**src/rtl/dense_mac_array.sv**
```systemverilog
// ----------------------------------------------------------------------------
// dense_mac_array
//   N_OUT-lane signed multiply-accumulate engine for dense layers. Each
//   enabled beat multiplies one activation by N_OUT per-lane weights. The
//   products are accumulated over a frame, starting from a bias preload.
//   At frame end every sum is arithmetically shifted, optionally ReLU'd and
//   saturated to OUT_W. The results are then held until out_ready is seen.
//
// Ports
//   clk            rising-edge clock
//   rst            asynchronous active-high reset
//   ena            beat qualifier for dense_input / weight_in
//   frame_start_in one-cycle frame open pulse; samples bias_in
//   frame_end_in   marks the last beat (the beat counts if ena=1 too)
//   dense_input    signed activation
//   weight_in      signed weights, lane k at [k*WGT_W +: WGT_W]
//   bias_in        signed biases, lane k at [k*ACC_W +: ACC_W]
//   out_ready      downstream accept, qualified by valid
//   dense_sum_out  signed results, lane k at [k*OUT_W +: OUT_W]
//   valid          results valid, held until accepted
//   busy           high while a frame is in ACC, DRAIN or HOLD
//   beat_count     beats accepted in the current/last frame (saturating)
//   overflow       sticky per frame: accumulator or output saturated
//   frame_err      sticky protocol-violation flag, cleared only by rst
// ----------------------------------------------------------------------------
module dense_mac_array #(
    parameter int DATA_W  = 8,
    parameter int WGT_W   = 8,
    parameter int ACC_W   = 24,
    parameter int OUT_W   = 16,
    parameter int N_OUT   = 4,
    parameter int SHIFT   = 0,
    parameter int RELU_EN = 1,
    parameter int CNT_W   = 16
) (
    input  logic                     clk,
    input  logic                     rst,
    input  logic                     ena,
    input  logic                     frame_start_in,
    input  logic                     frame_end_in,
    input  logic signed [DATA_W-1:0] dense_input,
    input  logic [N_OUT*WGT_W-1:0]   weight_in,
    input  logic [N_OUT*ACC_W-1:0]   bias_in,
    input  logic                     out_ready,
    output logic [N_OUT*OUT_W-1:0]   dense_sum_out,
    output logic                     valid,
    output logic                     busy,
    output logic [CNT_W-1:0]         beat_count,
    output logic                     overflow,
    output logic                     frame_err
);

    localparam int PROD_W = DATA_W + WGT_W;
    localparam int SUM_W  = ACC_W + 1;

    localparam logic [ACC_W-1:0] ACC_MAX = {1'b0, {(ACC_W-1){1'b1}}};
    localparam logic [ACC_W-1:0] ACC_MIN = {1'b1, {(ACC_W-1){1'b0}}};
    localparam logic signed [ACC_W-1:0] OUT_MAX_A = {{(ACC_W-OUT_W+1){1'b0}}, {(OUT_W-1){1'b1}}};
    localparam logic signed [ACC_W-1:0] OUT_MIN_A = {{(ACC_W-OUT_W+1){1'b1}}, {(OUT_W-1){1'b0}}};
    localparam logic [OUT_W-1:0] OUT_MAX = OUT_MAX_A[OUT_W-1:0];
    localparam logic [OUT_W-1:0] OUT_MIN = OUT_MIN_A[OUT_W-1:0];

    typedef enum logic [1:0] {S_IDLE, S_ACC, S_DRAIN, S_HOLD} state_t;

    // Saturating accumulate; the MSB of the result flags saturation.
    function automatic logic [ACC_W:0] acc_add(input logic signed [ACC_W-1:0] a,
                                               input logic signed [PROD_W-1:0] p);
        logic signed [SUM_W-1:0] s;
        s = SUM_W'(a) + SUM_W'(p);
        if (s[ACC_W] != s[ACC_W-1])
            acc_add = s[ACC_W] ? {1'b1, ACC_MIN} : {1'b1, ACC_MAX};
        else
            acc_add = {1'b0, s[ACC_W-1:0]};
    endfunction

    // Shift, optional ReLU, then saturate to OUT_W; MSB flags saturation.
    // ReLU clamping itself is not counted as saturation.
    function automatic logic [OUT_W:0] post_proc(input logic signed [ACC_W-1:0] a);
        logic signed [ACC_W-1:0] s;
        s = a >>> SHIFT;
        if (RELU_EN != 0 && s[ACC_W-1])
            s = '0;
        if (s > OUT_MAX_A)
            post_proc = {1'b1, OUT_MAX};
        else if (s < OUT_MIN_A)
            post_proc = {1'b1, OUT_MIN};
        else
            post_proc = {1'b0, s[OUT_W-1:0]};
    endfunction

    state_t                    r_state;
    logic [1:0]                r_drain_cnt;
    logic                      r_vld_p0;
    logic                      r_vld_p1;
    logic signed [ACC_W-1:0]   r_acc [N_OUT];
    logic [N_OUT*OUT_W-1:0]    r_out;
    logic                      r_valid;
    logic [CNT_W-1:0]          r_beat_count;
    logic                      r_overflow;
    logic                      r_frame_err;

    logic signed [DATA_W-1:0]  r_x_p0;
    logic signed [WGT_W-1:0]   r_w_p0 [N_OUT];
    logic signed [PROD_W-1:0]  r_prod_p1 [N_OUT];

    logic                      w_beat;
    logic                      w_start;
    logic signed [ACC_W-1:0]   w_acc_nxt [N_OUT];
    logic [N_OUT-1:0]          w_acc_sat;
    logic [OUT_W-1:0]          w_out_nxt [N_OUT];
    logic [N_OUT-1:0]          w_out_sat;

    // A beat only counts inside ACC; a start pulse in the same cycle wins.
    assign w_beat  = (r_state == S_ACC) && ena && !frame_start_in;
    // Accepted frame opens: from IDLE, restart in ACC, or on the accepting
    // handshake in HOLD (back-to-back frames).
    assign w_start = frame_start_in &&
                     ((r_state == S_IDLE) || (r_state == S_ACC) ||
                      (r_state == S_HOLD && r_valid && out_ready));

    always_comb begin
        w_acc_sat = '0;
        w_out_sat = '0;
        for (int k = 0; k < N_OUT; k++) begin
            {w_acc_sat[k], w_acc_nxt[k]} = acc_add(r_acc[k], r_prod_p1[k]);
            {w_out_sat[k], w_out_nxt[k]} = post_proc(r_acc[k]);
        end
    end

    // Stage p0: capture activation and weights of an accepted beat.
    // Stage p1: full-precision per-lane product.
    always_ff @(posedge clk) begin
        if (w_beat) begin
            r_x_p0 <= dense_input;
            for (int k = 0; k < N_OUT; k++)
                r_w_p0[k] <= $signed(weight_in[k*WGT_W +: WGT_W]);
        end
        for (int k = 0; k < N_OUT; k++)
            r_prod_p1[k] <= PROD_W'(r_x_p0) * PROD_W'(r_w_p0[k]);
    end

    // Stage p2: accumulate; then frame control and output register.
    always_ff @(posedge clk or posedge rst) begin
        if (rst) begin
            r_state      <= S_IDLE;
            r_drain_cnt  <= '0;
            r_vld_p0     <= 1'b0;
            r_vld_p1     <= 1'b0;
            for (int k = 0; k < N_OUT; k++)
                r_acc[k] <= '0;
            r_out        <= '0;
            r_valid      <= 1'b0;
            r_beat_count <= '0;
            r_overflow   <= 1'b0;
            r_frame_err  <= 1'b0;
        end else begin
            r_vld_p0 <= w_beat;
            // A restart discards the product still in flight.
            r_vld_p1 <= r_vld_p0 && !w_start;

            if (w_start) begin
                for (int k = 0; k < N_OUT; k++)
                    r_acc[k] <= $signed(bias_in[k*ACC_W +: ACC_W]);
                r_beat_count <= '0;
                r_overflow   <= 1'b0;
            end else begin
                if (r_vld_p1) begin
                    for (int k = 0; k < N_OUT; k++)
                        r_acc[k] <= w_acc_nxt[k];
                    if (|w_acc_sat)
                        r_overflow <= 1'b1;
                end
                if (w_beat && r_beat_count != '1)
                    r_beat_count <= r_beat_count + CNT_W'(1);
            end

            case (r_state)
                S_IDLE: begin
                    if (frame_start_in) begin
                        r_state <= S_ACC;
                        if (frame_end_in)
                            r_frame_err <= 1'b1;
                    end
                end
                S_ACC: begin
                    if (frame_start_in) begin
                        r_frame_err <= 1'b1;
                    end else if (frame_end_in) begin
                        r_state     <= S_DRAIN;
                        r_drain_cnt <= '0;
                    end
                end
                S_DRAIN: begin
                    if (frame_start_in)
                        r_frame_err <= 1'b1;
                    // Three cycles lets the last beat pass p0, p1 and the
                    // accumulator before the result is registered.
                    if (r_drain_cnt == 2'd2) begin
                        for (int k = 0; k < N_OUT; k++)
                            r_out[k*OUT_W +: OUT_W] <= w_out_nxt[k];
                        if (|w_out_sat)
                            r_overflow <= 1'b1;
                        r_valid <= 1'b1;
                        r_state <= S_HOLD;
                    end else begin
                        r_drain_cnt <= r_drain_cnt + 2'd1;
                    end
                end
                S_HOLD: begin
                    if (r_valid && out_ready) begin
                        r_valid <= 1'b0;
                        r_state <= frame_start_in ? S_ACC : S_IDLE;
                    end else if (frame_start_in) begin
                        r_frame_err <= 1'b1;
                    end
                end
                default: r_state <= S_IDLE;
            endcase
        end
    end

    assign dense_sum_out = r_out;
    assign valid         = r_valid;
    assign busy          = (r_state != S_IDLE);
    assign beat_count    = r_beat_count;
    assign overflow      = r_overflow;
    assign frame_err     = r_frame_err;

endmodule

```
**config.mk**
```make
export PLATFORM = sky130hd
export DESIGN_NAME = dense_mac_array
export DESIGN_NICKNAME = d
export VERILOG_FILES = /design/src/rtl/dense_mac_array.sv
export SDC_FILE = /design/constraint.sdc
export NUM_CORES = 1
export LEC_CHECK = 0
export BUFFER_PORTS_ARGS = -buffer_cell sky130_fd_sc_hd__clkbuf_2
export CELL_PAD_IN_SITES_DETAIL_PLACEMENT = 1
export CELL_PAD_IN_SITES_GLOBAL_PLACEMENT = 2
export CORE_MARGIN = 4
export CORE_UTILIZATION = 42
export DETAILED_ROUTE_END_ITERATION = 12
export MAX_ROUTING_LAYER = met4
export PLACE_DENSITY_LB_ADDON = 0.1
export SYNTH_ARGS = -nofsm -noshare
export SYNTH_HDL_FRONTEND = slang
export SYNTH_SLANG_ARGS = --single-unit
```
**constraint.sdc**
```tcl
create_clock -name clk -period 18.3 [get_ports clk]
set_clock_uncertainty 0.05 [all_clocks]
set_input_delay 4.575 -clock clk [delete_from_list [all_inputs] [get_ports clk]]
set_output_delay 4.575 -clock clk [all_outputs]
set_load 0.03 [all_outputs]
```
==> implementation parameters, run 1 <==
Parameter                              Value

STA
  Number of pins with negative max-slew slack in the final report    0
  Setup Total Neg Slack    0 ns
  Final setup viols    0
  RSZ-0062 raised after global routing    false
  Post-route minimum period    6.81 ns
  Total count of hold-check failures in the final report    0
  Post-route fraction of the period consumed by the critical path    37.2%
  Max Fclk    0.147 GHz
  Tightest slew margin relative to the limit    33.6%
  Slew @ Worst Pin    0.997 ns

CTS
  Total number of clock tree sinks    289
  H-Tree Depth    2
  CTS clk-pin slew, worst paths    0.05 ns
  Buffer type at the clock tree root    sky130_fd_sc_hd__clkbuf_16
  TritonCTS clock tree    yes
  CTS Hold Bufs    0
  Clock buffer depth    3
  Clock buffer count from CTS    39
  Clock latency on the worst-skew pair    0.57 ns
  Gates resized, CTS repair    0
  Number of buffers added for setup after CTS    0

Detailed routing
  Detail Route Antenna Nets    0
  Detailed Route Iter0 Violations    1087
  Drt drc    0
  Router iterations before antenna repair    5
  Routed wirelength normalized by instance count    19.8 um
  Vias after detailed routing    21089
  Vias per Instance    5.37
  Final WL    77.7 mm

Final layout
  Synthesis-to-finish area growth    12.5%
  Layout cell share with drive strength beyond 1    11.6%
  Leading cell type in the layout, fill and taps excluded    sky130_fd_sc_hd__inv_1
  Top library cells by usage in the layout, fill and taps aside    sky130_fd_sc_hd__inv_1 (376), sky130_fd_sc_hd__nand2_1 (231), sky130_fd_sc_hd__ha_1 (225), sky130_fd_sc_hd__clkbuf_2 (225), sky130_fd_sc_hd__fa_1 (224)
  Final net count    3648
  Antenna diode count    0

Floorplan
  Vert. Die Dim    257 um
  Row count    91
  Core area    61700 um2
  Floorplan die area    66300 um2
  I/O pin total    226
  Initial Utilization    42.4%
  Horizontal die dimension    257 um

Worst setup path
  CP cell instances    clkbuf_2 > and3_1 > o31a_2 > buf_4 > buf_4 > nor2_2 > buf_4 > a311o_1 > a21oi_1
  Dominant delay contributor by cell family on the critical path    buffers and inverters
  CP required    18.74 ns
  CP Data Arrival Time    7.24 ns
  Standard cell with the maximum stage delay on the critical path    sky130_fd_sc_hd__buf_4
  CP Depth    9
  FF-to-FF path depth    15
  Type of destination of the critical path    flop
  Crit Path Class    in2reg
  Most repeated library cell on the critical path    sky130_fd_sc_hd__buf_4
  Endpoint of the most critical register-to-register path    r_acc[45]
  Sum of buffers and inverters on the critical path    4
  Worst r2r src    r_acc[28]
  Startpoint type of the worst setup path    primary input
  Maximum single-stage delay on the critical path    0.66 ns
  Worst-path maximum fanout    77
  Slack of the worst reg-to-reg path    12.99 ns

Synth
  Most frequently used flop master after synthesis    sky130_fd_sc_hd__dfrtp_1
  Netlist area before placement    26100 um2
  Synthesized flop and latch total    289
  Ys async rst share    64.0%
  Top-area cell type share of the netlist area    17.7%
  Synth Warn #    0
  Most area-hungry cell type in the Yosys netlist    sky130_fd_sc_hd__dfrtp_1
  Synth Net Count    3467
  Post-synthesis average cell area    9.09 um2
  Sequential share of the synthesized area    27.2%
  Number of unique standard cell types used by synthesis    84
  Top cells by area in the synthesized netlist    sky130_fd_sc_hd__dfrtp_1 (18%), sky130_fd_sc_hd__fa_1 (17%), sky130_fd_sc_hd__ha_1 (11%)
  Cells after Synth    2876
  Number of synthesized flops with an enable pin    40

Global route
  GRT Max-Usage Layer    met2
  Global-route wire length before repair    126 mm
  Vias in the first global route    22805
  Met1 usage    33.4%
  Largest net degree at the start of global routing    130
  Total Routing Usage GR    24.2%
  Number of antenna violations at the first check in global routing    0
  Global routing usage on met3    2.43%
  Met2 track demand over resource    38.7%
  Global route total overflow    0

Placement
  Estimated wirelength of the detail-placed design    60.6 mm
  RD Place Congestion    0.906
  Port buffer count    225

Hold path
  Endpoint of the worst hold-timing path    r_vld_p1
  Count of cells along the worst hold path    1
  HP Class    reg2reg
  Startpoint of the worst hold path    r_vld_p0

Run
  Max-capacitance violation count    0

Run status
  Status    finished clean
## sequential cells by signal, indices dropped and copies added, names as in the netlist
name / cells
r_drain_cnt: 2
beat_count: 16
overflow: 1
r_x_p0: 8
r_vld_p0: 1
r_state: 2
r_prod_p1: 64
dense_sum_out: 64
valid: 1
frame_err: 1
r_w_p0: 32
r_acc: 96
r_vld_p1: 1
## kinds of logic after synthesis
group / after synthesis / synth area share (%)
AND/OR/NAND/NOR: 868 / 16.9
AO/OA/AOI/OAI: 630 / 15.6
buffers and inverters: 485 / 7.11
adder cells (fa/ha/maj): 449 / 27.9
flip-flops: 289 / 27.2
XOR/XNOR: 138 / 4.62
multiplexers: 17 / 0.685
## Yosys cell counts, types with 5 or more instances
master / instances
sky130_fd_sc_hd__a211o_1: 5
sky130_fd_sc_hd__a211oi_1: 15
sky130_fd_sc_hd__a21boi_0: 8
sky130_fd_sc_hd__a21o_1: 48
sky130_fd_sc_hd__a21oi_1: 160
sky130_fd_sc_hd__a221o_1: 8
sky130_fd_sc_hd__a31oi_1: 16
sky130_fd_sc_hd__a41oi_1: 5
sky130_fd_sc_hd__and2_1: 191
sky130_fd_sc_hd__and3_1: 30
sky130_fd_sc_hd__clkbuf_1: 95
sky130_fd_sc_hd__dfrtp_1: 185
sky130_fd_sc_hd__dfxtp_1: 64
sky130_fd_sc_hd__edfxtp_1: 40
sky130_fd_sc_hd__fa_1: 224
sky130_fd_sc_hd__ha_1: 225
sky130_fd_sc_hd__inv_1: 377
sky130_fd_sc_hd__mux2_2: 7
sky130_fd_sc_hd__mux2i_1: 10
sky130_fd_sc_hd__nand2_1: 232
sky130_fd_sc_hd__nand2b_1: 26
sky130_fd_sc_hd__nand3_1: 27
sky130_fd_sc_hd__nand3_2: 10
sky130_fd_sc_hd__nand4_1: 12
sky130_fd_sc_hd__nor2_1: 184
sky130_fd_sc_hd__nor2b_1: 35
sky130_fd_sc_hd__nor3_1: 36
sky130_fd_sc_hd__nor4_1: 13
sky130_fd_sc_hd__o211a_1: 9
sky130_fd_sc_hd__o211ai_1: 16
sky130_fd_sc_hd__o21a_1: 11
sky130_fd_sc_hd__o21ai_0: 164
sky130_fd_sc_hd__o21bai_1: 24
sky130_fd_sc_hd__o221ai_1: 10
sky130_fd_sc_hd__o22ai_1: 18
sky130_fd_sc_hd__o311ai_0: 5
sky130_fd_sc_hd__o31ai_1: 68
sky130_fd_sc_hd__or2_2: 10
sky130_fd_sc_hd__or3_1: 42
sky130_fd_sc_hd__xnor2_1: 97
sky130_fd_sc_hd__xor2_1: 41
## final cells by class
type	instances	area (um2)
clock buffer	51	1050
multi-input combinational	2102	17200
tap	837	1050
timing repair buffer	247	1290
clock inverter	20	283
sequential	289	7120
inverter	378	1430
fill	7202	32300
## worst max-delay path by stage
stage	start	endpoint	slack, ns
after floorplan	rst	beat_count[0]	8.65
after global placement	out_ready	r_acc[69]	11.04
after detailed placement	out_ready	r_acc[69]	10.98
after CTS	out_ready	r_acc[69]	11.55
after global routing	out_ready	r_acc[69]	11.27
final	out_ready	r_acc[69]	11.50
## routing by layer
| layer | part of all wire, % | vias to the layer above | wire length [um] |
|---|---|---|---|
| li1 | - | 10006 | - |
| met1 | 48 | 10660 | 37200 |
| met2 | 47 | 319 | 36100 |
| met3 | 2.9 | 104 | 2290 |
| met4 | 2.6 | 0 | 2040 |
| met5 | 0 | - | 0 |
## per-stage QoR
| stage | worst slack, ns | cells | util [%] | hold slack (ns) | area (um2) |
|---|---|---|---|---|---|
| after global routing | 11.27 | 3924 | 47.7 | 0.397 | 29400 |
| after floorplan | 8.65 | 2876 | - | 0.378 | 26100 |
| after CTS | 11.55 | 3924 | 47.7 | 0.396 | 29400 |
| after global placement | 11.04 | 3853 | 45.5 | 0.390 | 28100 |
| after detailed placement | 10.98 | 3853 | 45.5 | 0.388 | 28100 |
| final | 11.50 | 3924 | 47.7 | 0.396 | 29400 |
## worst reg2reg max path: cells and delay by family (launching register included)
family                     cells  cell delay, ns
and+or+nand+nor                4            1.03
AOI/OAI and AO/OA              7            2.51
DFF                            1            0.46
muxes                          1            0.19
buffers and inverters          1            0.34
adders and majority gates      2            0.68
Power of run 1 is not shown: default switching activity piles up to over one toggle a cycle in this logic, so the estimate is an artifact.
==> inputs of run 2 (changes only) <==
--- a/config.mk
+++ b/config.mk
@@ -9,7 +9,7 @@
 export CELL_PAD_IN_SITES_DETAIL_PLACEMENT = 1
 export CELL_PAD_IN_SITES_GLOBAL_PLACEMENT = 2
 export CORE_MARGIN = 4
-export CORE_UTILIZATION = 42
+export CORE_UTILIZATION = 39
 export DETAILED_ROUTE_END_ITERATION = 12
 export MAX_ROUTING_LAYER = met4
 export PLACE_DENSITY_LB_ADDON = 0.1
==> constraint.sdc (replaced) <==
create_clock -name clk -period 7.14 [get_ports clk]
set_clock_uncertainty 0.05 [all_clocks]
set_input_delay 1.785 -clock clk [delete_from_list [all_inputs] [get_ports clk]]
set_output_delay 1.785 -clock clk [all_outputs]
set_load 0.03 [all_outputs]
==> implementation parameters, run 2 (synthesis gave the netlist of run 1 again) <==
Parameter                              Value

Worst setup path
  Crit Path Class    reg2reg
  Endpoint of the most critical register-to-register path    r_prod_p1[2][14]
  Type of destination of the critical path    flop
  Startpoint type of the worst setup path    flop
  FF-to-FF path depth    16 (+1)
  Worst-path maximum fanout    32 (-58%)
  CP Data Arrival Time    6.08 ns (-1.16 ns)
  Worst r2r src    r_x_p0[0]
  Slack of the worst reg-to-reg path    1.43 ns (-11.56 ns)
  CP required    7.51 ns (-11.23 ns)

Final layout
  Final Non-Filler Cells    3950 (+0.66%)
  Synthesis-to-finish area growth    12.6% (about the same)
  Top library cells by usage in the layout, fill and taps aside    sky130_fd_sc_hd__inv_1 (376), sky130_fd_sc_hd__nand2_1 (231), sky130_fd_sc_hd__ha_1 (225), sky130_fd_sc_hd__clkbuf_2 (225), sky130_fd_sc_hd__fa_1 (224)
  Top reg by flops    r_acc
  Final net count    3647 (-0.027%)
  Layout cell share with drive strength beyond 1    11.4% (-0.16 points)
  Leading cell type in the layout, fill and taps excluded    sky130_fd_sc_hd__inv_1
  Fill cell count    7691 (+6.8%)
  Antenna diode count    0 (unchanged)
  Flip-flop count of the largest register, all copies and words added    96 (unchanged)

STA
  Post-route fraction of the period consumed by the critical path    80.0%
  Final setup viols    0 (unchanged)
  Post-route minimum period    5.71 ns
  Total count of hold-check failures in the final report    0 (unchanged)
  Setup Total Neg Slack    0 ns (unchanged)
  Slew @ Worst Pin    1.07 ns (+0.0737 ns)
  Tightest slew margin relative to the limit    28.6% (-4.9 points)
  Max Fclk    0.175 GHz
  RSZ-0062 raised after global routing    false
  Number of pins with negative max-slew slack in the final report    0 (unchanged)

Global route
  Total Routing Usage GR    23.6% (-0.65 points)
  Largest net degree at the start of global routing    87 (-33%)
  Global-route wire length before repair    130 mm (+2.8%)
  Number of antenna violations at the first check in global routing    1 (+1)
  Vias in the first global route    23033 (+1.0%)
  Global route total overflow    0 (unchanged)

Detailed routing
  Final WL    81.5 mm (+4.9%)
  Detail Route Antenna Nets    0 (unchanged)
  Drt drc    0 (unchanged)
  Detailed Route Iter0 Violations    1037 (-4.6%)
  Router iterations before antenna repair    5 (unchanged)
  Vias after detailed routing    21175 (+0.41%)
  Routed wirelength normalized by instance count    20.6 um (+4.2%)
  Vias per Instance    5.36 (-0.25%)

Run
  Max-capacitance violation count    0 (unchanged)

CTS
  TritonCTS clock tree    yes
  Buffer type at the clock tree root    sky130_fd_sc_hd__clkbuf_16
  Number of buffers added for setup after CTS    0 (unchanged)
  Clock buffer depth    3 (unchanged)
  CTS clk-pin slew, worst paths    0.07 ns (+0.02 ns)
  Total number of clock tree sinks    289 (unchanged)
  Clock latency on the worst-skew pair    0.57 ns (about the same)
  Clock buffer count from CTS    39 (unchanged)
  CTS Hold Bufs    0 (unchanged)
  H-Tree Depth    2 (unchanged)
  Gates resized, CTS repair    0 (unchanged)

Floorplan
  Floorplan die area    71200 um2 (+7.5%)
  Initial Utilization    39.5% (-2.8 points)
  Core area    66100 um2 (+7.1%)
  Row count    94 (+3.3%)
  I/O pin total    226 (unchanged)
  Vert. Die Dim    267 um (+3.7%)
  Horizontal die dimension    267 um (+3.7%)

Hold path
  Startpoint of the worst hold path    r_vld_p0
  Endpoint of the worst hold-timing path    r_vld_p1
  HP Class    reg2reg
  Count of cells along the worst hold path    1 (unchanged)

Run status
  Status    finished clean

Placement
  Placed cell count    3879 (+0.67%)
  RD Place Congestion    0.885 (-2.3%)
  Port buffer count    225 (unchanged)
  Estimated wirelength of the detail-placed design    63.8 mm (+5.2%)
-- run 2: changes by cell type in the layout (fill, tap and decap cells not counted), moves of 2 or more --
cell and delta:
sky130_fd_sc_hd__clkbuf_16 +2, sky130_fd_sc_hd__clkinvlp_4 -3, sky130_fd_sc_hd__buf_4 -2, sky130_fd_sc_hd__clkbuf_1 +5, sky130_fd_sc_hd__bufinv_16 -3, sky130_fd_sc_hd__clkinv_2 -3
-- run 2: cell type report --
| cell class | count | area, um2 | share of cell area (%) |
|---|---|---|---|
| flip-flops and latches | 289 | 7120 | 24.2 |
| clock inverters | 12 | 166 | 0.566 |
| well taps | 864 | 1080 | 3.67 |
| clock buffers | 59 | 1130 | 3.85 |
| multi-input cells | 2102 | 17200 | 58.5 |
| inverters | 378 | 1430 | 4.85 |
| repair buffers | 246 | 1300 | 4.41 |
-- run 2: metal layers --
| metal | part of all wire (%) | global-route usage [%] | vias to the layer above |
|---|---|---|---|
| li1 | - | - | 10006 |
| met1 | 48 | 32.5 | 10707 |
| met2 | 46 | 37.1 | 343 |
| met3 | 3.5 | 2.71 | 119 |
| met4 | 2.8 | 6.57 | 0 |
| met5 | 0 | - | - |
-- run 2: through the flow --
stage,worst slack [ns],cell area (um2),utilization [%],hold WS [ns]
after floorplan,0.276,26100,-,0.378
after global placement,1.57,28100,42.5,0.387
after detailed placement,1.49,28100,42.5,0.393
after global routing,1.13,29400,44.5,0.421
after CTS,1.46,29400,44.5,0.415
final,1.43,29400,44.5,0.405
-- run 2: worst max path at each step --
stage                             endpoint       from  slack, ns  depth (start not counted)
after floorplan              beat_count[0]        rst       0.28                          1
after global placement    r_prod_p1[1][14]  r_x_p0[0]       1.57                         15
after detailed placement  r_prod_p1[2][14]  r_x_p0[0]       1.49                         16
after CTS                 r_prod_p1[2][14]  r_x_p0[0]       1.46                         16
after global routing      r_prod_p1[1][14]  r_x_p0[0]       1.13                         15
final                     r_prod_p1[2][14]  r_x_p0[0]       1.43                         16
-- run 2: worst max-delay path, cell delays in order, from the launching register on --
cell	delay [ns]
sky130_fd_sc_hd__edfxtp_1	1.05
sky130_fd_sc_hd__nand2b_1	0.24
sky130_fd_sc_hd__fa_1	0.43
sky130_fd_sc_hd__fa_1	0.55
sky130_fd_sc_hd__inv_1	0.05
sky130_fd_sc_hd__fa_1	0.53
sky130_fd_sc_hd__inv_1	0.05
sky130_fd_sc_hd__fa_1	0.52
sky130_fd_sc_hd__inv_1	0.04
sky130_fd_sc_hd__ha_1	0.33
sky130_fd_sc_hd__o21ai_0	0.12
sky130_fd_sc_hd__a21boi_0	0.31
sky130_fd_sc_hd__o21ai_0	0.16
sky130_fd_sc_hd__a21boi_0	0.28
sky130_fd_sc_hd__o21ai_0	0.17
sky130_fd_sc_hd__a2111o_1	0.44
sky130_fd_sc_hd__o211ai_1	0.21
Power of run 2 is left out for the same reason.
==> inputs of run 3 (changes only) <==
--- a/config.mk
+++ b/config.mk
@@ -9,7 +9,7 @@
 export CELL_PAD_IN_SITES_DETAIL_PLACEMENT = 1
 export CELL_PAD_IN_SITES_GLOBAL_PLACEMENT = 2
 export CORE_MARGIN = 4
-export CORE_UTILIZATION = 39
+export CORE_UTILIZATION = 35
 export DETAILED_ROUTE_END_ITERATION = 12
 export MAX_ROUTING_LAYER = met4
 export PLACE_DENSITY_LB_ADDON = 0.1
==> constraint.sdc (replaced) <==
create_clock -name clk -period 4.61 [get_ports clk]
set_clock_uncertainty 0.05 [all_clocks]
set_input_delay 1.1525 -clock clk [delete_from_list [all_inputs] [get_ports clk]]
set_output_delay 1.1525 -clock clk [all_outputs]
set_load 0.03 [all_outputs]
==> implementation parameters, run 3 (synthesis gave the netlist of run 1 again) <==
Parameter                              Value

Run status
  Status    finished clean

STA
  Number of pins with negative max-slew slack in the final report    0 (unchanged)
  RSZ-0062 raised after global routing    true
  Tightest slew margin relative to the limit    22.3% (-6.4 points)
  Total count of hold-check failures in the final report    0 (unchanged)
  Final setup viols    0 (unchanged)
  Post-route minimum period    4.60 ns (-1.11 ns)
  Max Fclk    0.217 GHz (+24%)
  Slew @ Worst Pin    1.16 ns (+0.0935 ns)
  Post-route fraction of the period consumed by the critical path    99.8% (+20 points)

Detailed routing
  Drt drc    0 (unchanged)
  Vias per Instance    5.17 (-3.5%)
  Detail Route Antenna Nets    0 (unchanged)
  Routed wirelength normalized by instance count    20.6 um (-0.31%)
  Router iterations before antenna repair    5 (unchanged)
  Final WL    86.6 mm (+6.3%)
  Detailed Route Iter0 Violations    1040 (+0.29%)
  Vias after detailed routing    21781 (+2.9%)

CTS
  H-Tree Depth    2 (unchanged)
  CTS clk-pin slew, worst paths    0.06 ns (about the same)
  Clock latency on the worst-skew pair    0.58 ns (about the same)
  Clock buffer count from CTS    38 (-2.6%)
  TritonCTS clock tree    yes
  Buffer type at the clock tree root    sky130_fd_sc_hd__clkbuf_16
  Clock buffer depth    3 (unchanged)
  Total number of clock tree sinks    289 (unchanged)
  CTS Hold Bufs    0 (unchanged)

Final layout
  Final net count    3814 (+4.6%)
  Total area of sequential cells    7120 um2 (unchanged)
  Antenna diode count    0 (unchanged)
  Fill cell count    8532 (+11%)
  Layout cell share with drive strength beyond 1    19.9% (+8.5 points)
  Top reg by flops    r_acc
  Multi-input gate area in the final layout    17800 um2 (+3.5%)
  Final Non-Filler Cells    4212 (+6.6%)
  Leading cell type in the layout, fill and taps excluded    sky130_fd_sc_hd__inv_1
  Flip-flop count of the largest register, all copies and words added    96 (unchanged)
  Top library cells by usage in the layout, fill and taps aside    sky130_fd_sc_hd__inv_1 (353), sky130_fd_sc_hd__clkbuf_2 (225), sky130_fd_sc_hd__nand2_1 (224), sky130_fd_sc_hd__fa_1 (220), sky130_fd_sc_hd__ha_1 (203)
  Synthesis-to-finish area growth    20.8%

Global route
  Number of antenna violations at the first check in global routing    1 (unchanged)
  Global-route wire length before repair    136 mm (+4.5%)
  Vias in the first global route    23645 (+2.7%)
  Total Routing Usage GR    22.4% (-1.2 points)
  Largest net degree at the start of global routing    84 (-3.4%)
  Global route total overflow    0 (unchanged)

Placement
  Estimated wirelength of the detail-placed design    68.2 mm (+6.9%)
  RD Place Congestion    0.880 (-0.58%)
  Port buffer count    225 (unchanged)
  Placed cell count    4108 (+5.9%)

Worst setup path
  Worst r2r src    r_x_p0[6]
  Sum of buffers and inverters on the critical path    7 (+4)
  Capture point of the worst path    r_prod_p1[3][14]
  Startpoint type of the worst setup path    flop
  Dominant delay contributor by cell family on the critical path    adder cells
  FF-to-FF path depth    19 (+3)
  Crit Path Class    reg2reg
  Most repeated library cell on the critical path    sky130_fd_sc_hd__fa_1
  Slack of the worst reg-to-reg path    0.007 ns (-1.42 ns)
  CP cell instances    buf_6 > buf_12 > and2_4 > fa_1 > inv_1 > fa_1 > inv_2 > fa_1 > inv_1 > fa_1 > inv_2 > ha_4 > a21oi_2 > o21bai_1 > a21oi_2 > o21bai_1 > a21oi_2 > buf_4 > a311o_1
  Critical Path Source    r_x_p0[6]
  Type of destination of the critical path    flop
  Worst-path maximum fanout    11 (-66%)
  Endpoint of the most critical register-to-register path    r_prod_p1[3][14]
  CP Data Arrival Time    5.01 ns (-1.07 ns)
  CP Depth    19 (+3)
  Maximum single-stage delay on the critical path    0.52 ns (-0.53 ns)
  Standard cell with the maximum stage delay on the critical path    sky130_fd_sc_hd__fa_1
  CP required    5.01 ns (-2.50 ns)

Floorplan
  Core area    73500 um2 (+11%)
  Vert. Die Dim    281 um (+5.4%)
  Row count    99 (+5.3%)
  I/O pin total    226 (unchanged)
  Horizontal die dimension    281 um (+5.4%)
  Floorplan die area    79100 um2 (+11%)
  Initial Utilization    35.6% (-4.0 points)

Hold path
  HP Class    reg2reg

Run
  Max-capacitance violation count    0 (unchanged)
==> run 3: timing repair <==
item,CTS,global route
setup buffers,12,20
endpoints found under the setup margin,15,43
pin swaps,14,70
gates cloned,3,0
gates resized for setup,38,131
==> run 3: metal layers <==
| metal | vias to the layer above | routed length [um] | GRT usage, % |
|---|---|---|---|
| met1 | 10962 | 40700 | 30.2 |
| met3 | 124 | 3080 | 2.68 |
| met2 | 342 | 40700 | 36.0 |
| li1 | 10353 | - | - |
| met4 | 0 | 2250 | 5.75 |
| met5 | - | 0 | - |
==> run 3: how the worst min path moves through the flow <==
stage / startpoint / end / slack [ns] / cells past startpoint
floorplan: r_vld_p0 / r_vld_p1 / 0.38 / 1
global placement: r_vld_p0 / r_vld_p1 / 0.39 / 1
detailed placement: r_vld_p0 / r_vld_p1 / 0.40 / 1
CTS: r_vld_p0 / r_vld_p1 / 0.42 / 1
global route: r_vld_p0 / r_vld_p1 / 0.43 / 1
finish: r_vld_p0 / r_vld_p1 / 0.42 / 1
==> run 3: final cells by class <==
class                      count  area share (%)
tap                          959            3.80
multi-input combinational   2102            56.4
sequential                   289            22.5
clock inverter                19           0.741
clock buffer                  51            3.52
inverter                     378            4.51
timing repair buffer         414            8.47
==> run 3: stage by stage <==
step                utilization [%]  cell area, um2  hold WS (ns)  TNS (ns)  setup WS, ns
CTS                            42.0           30900         0.421         0       0.00518
floorplan                         -           26100         0.378         0        0.0167
finish                         43.0           31600         0.415         0       0.00738
global placement               39.9           29300         0.387    -0.575        -0.155
detailed placement             39.9           29300         0.401     -1.86        -0.322
global route                   43.0           31600         0.434    -0.508        -0.155
Power of run 3 is left out for the same reason.
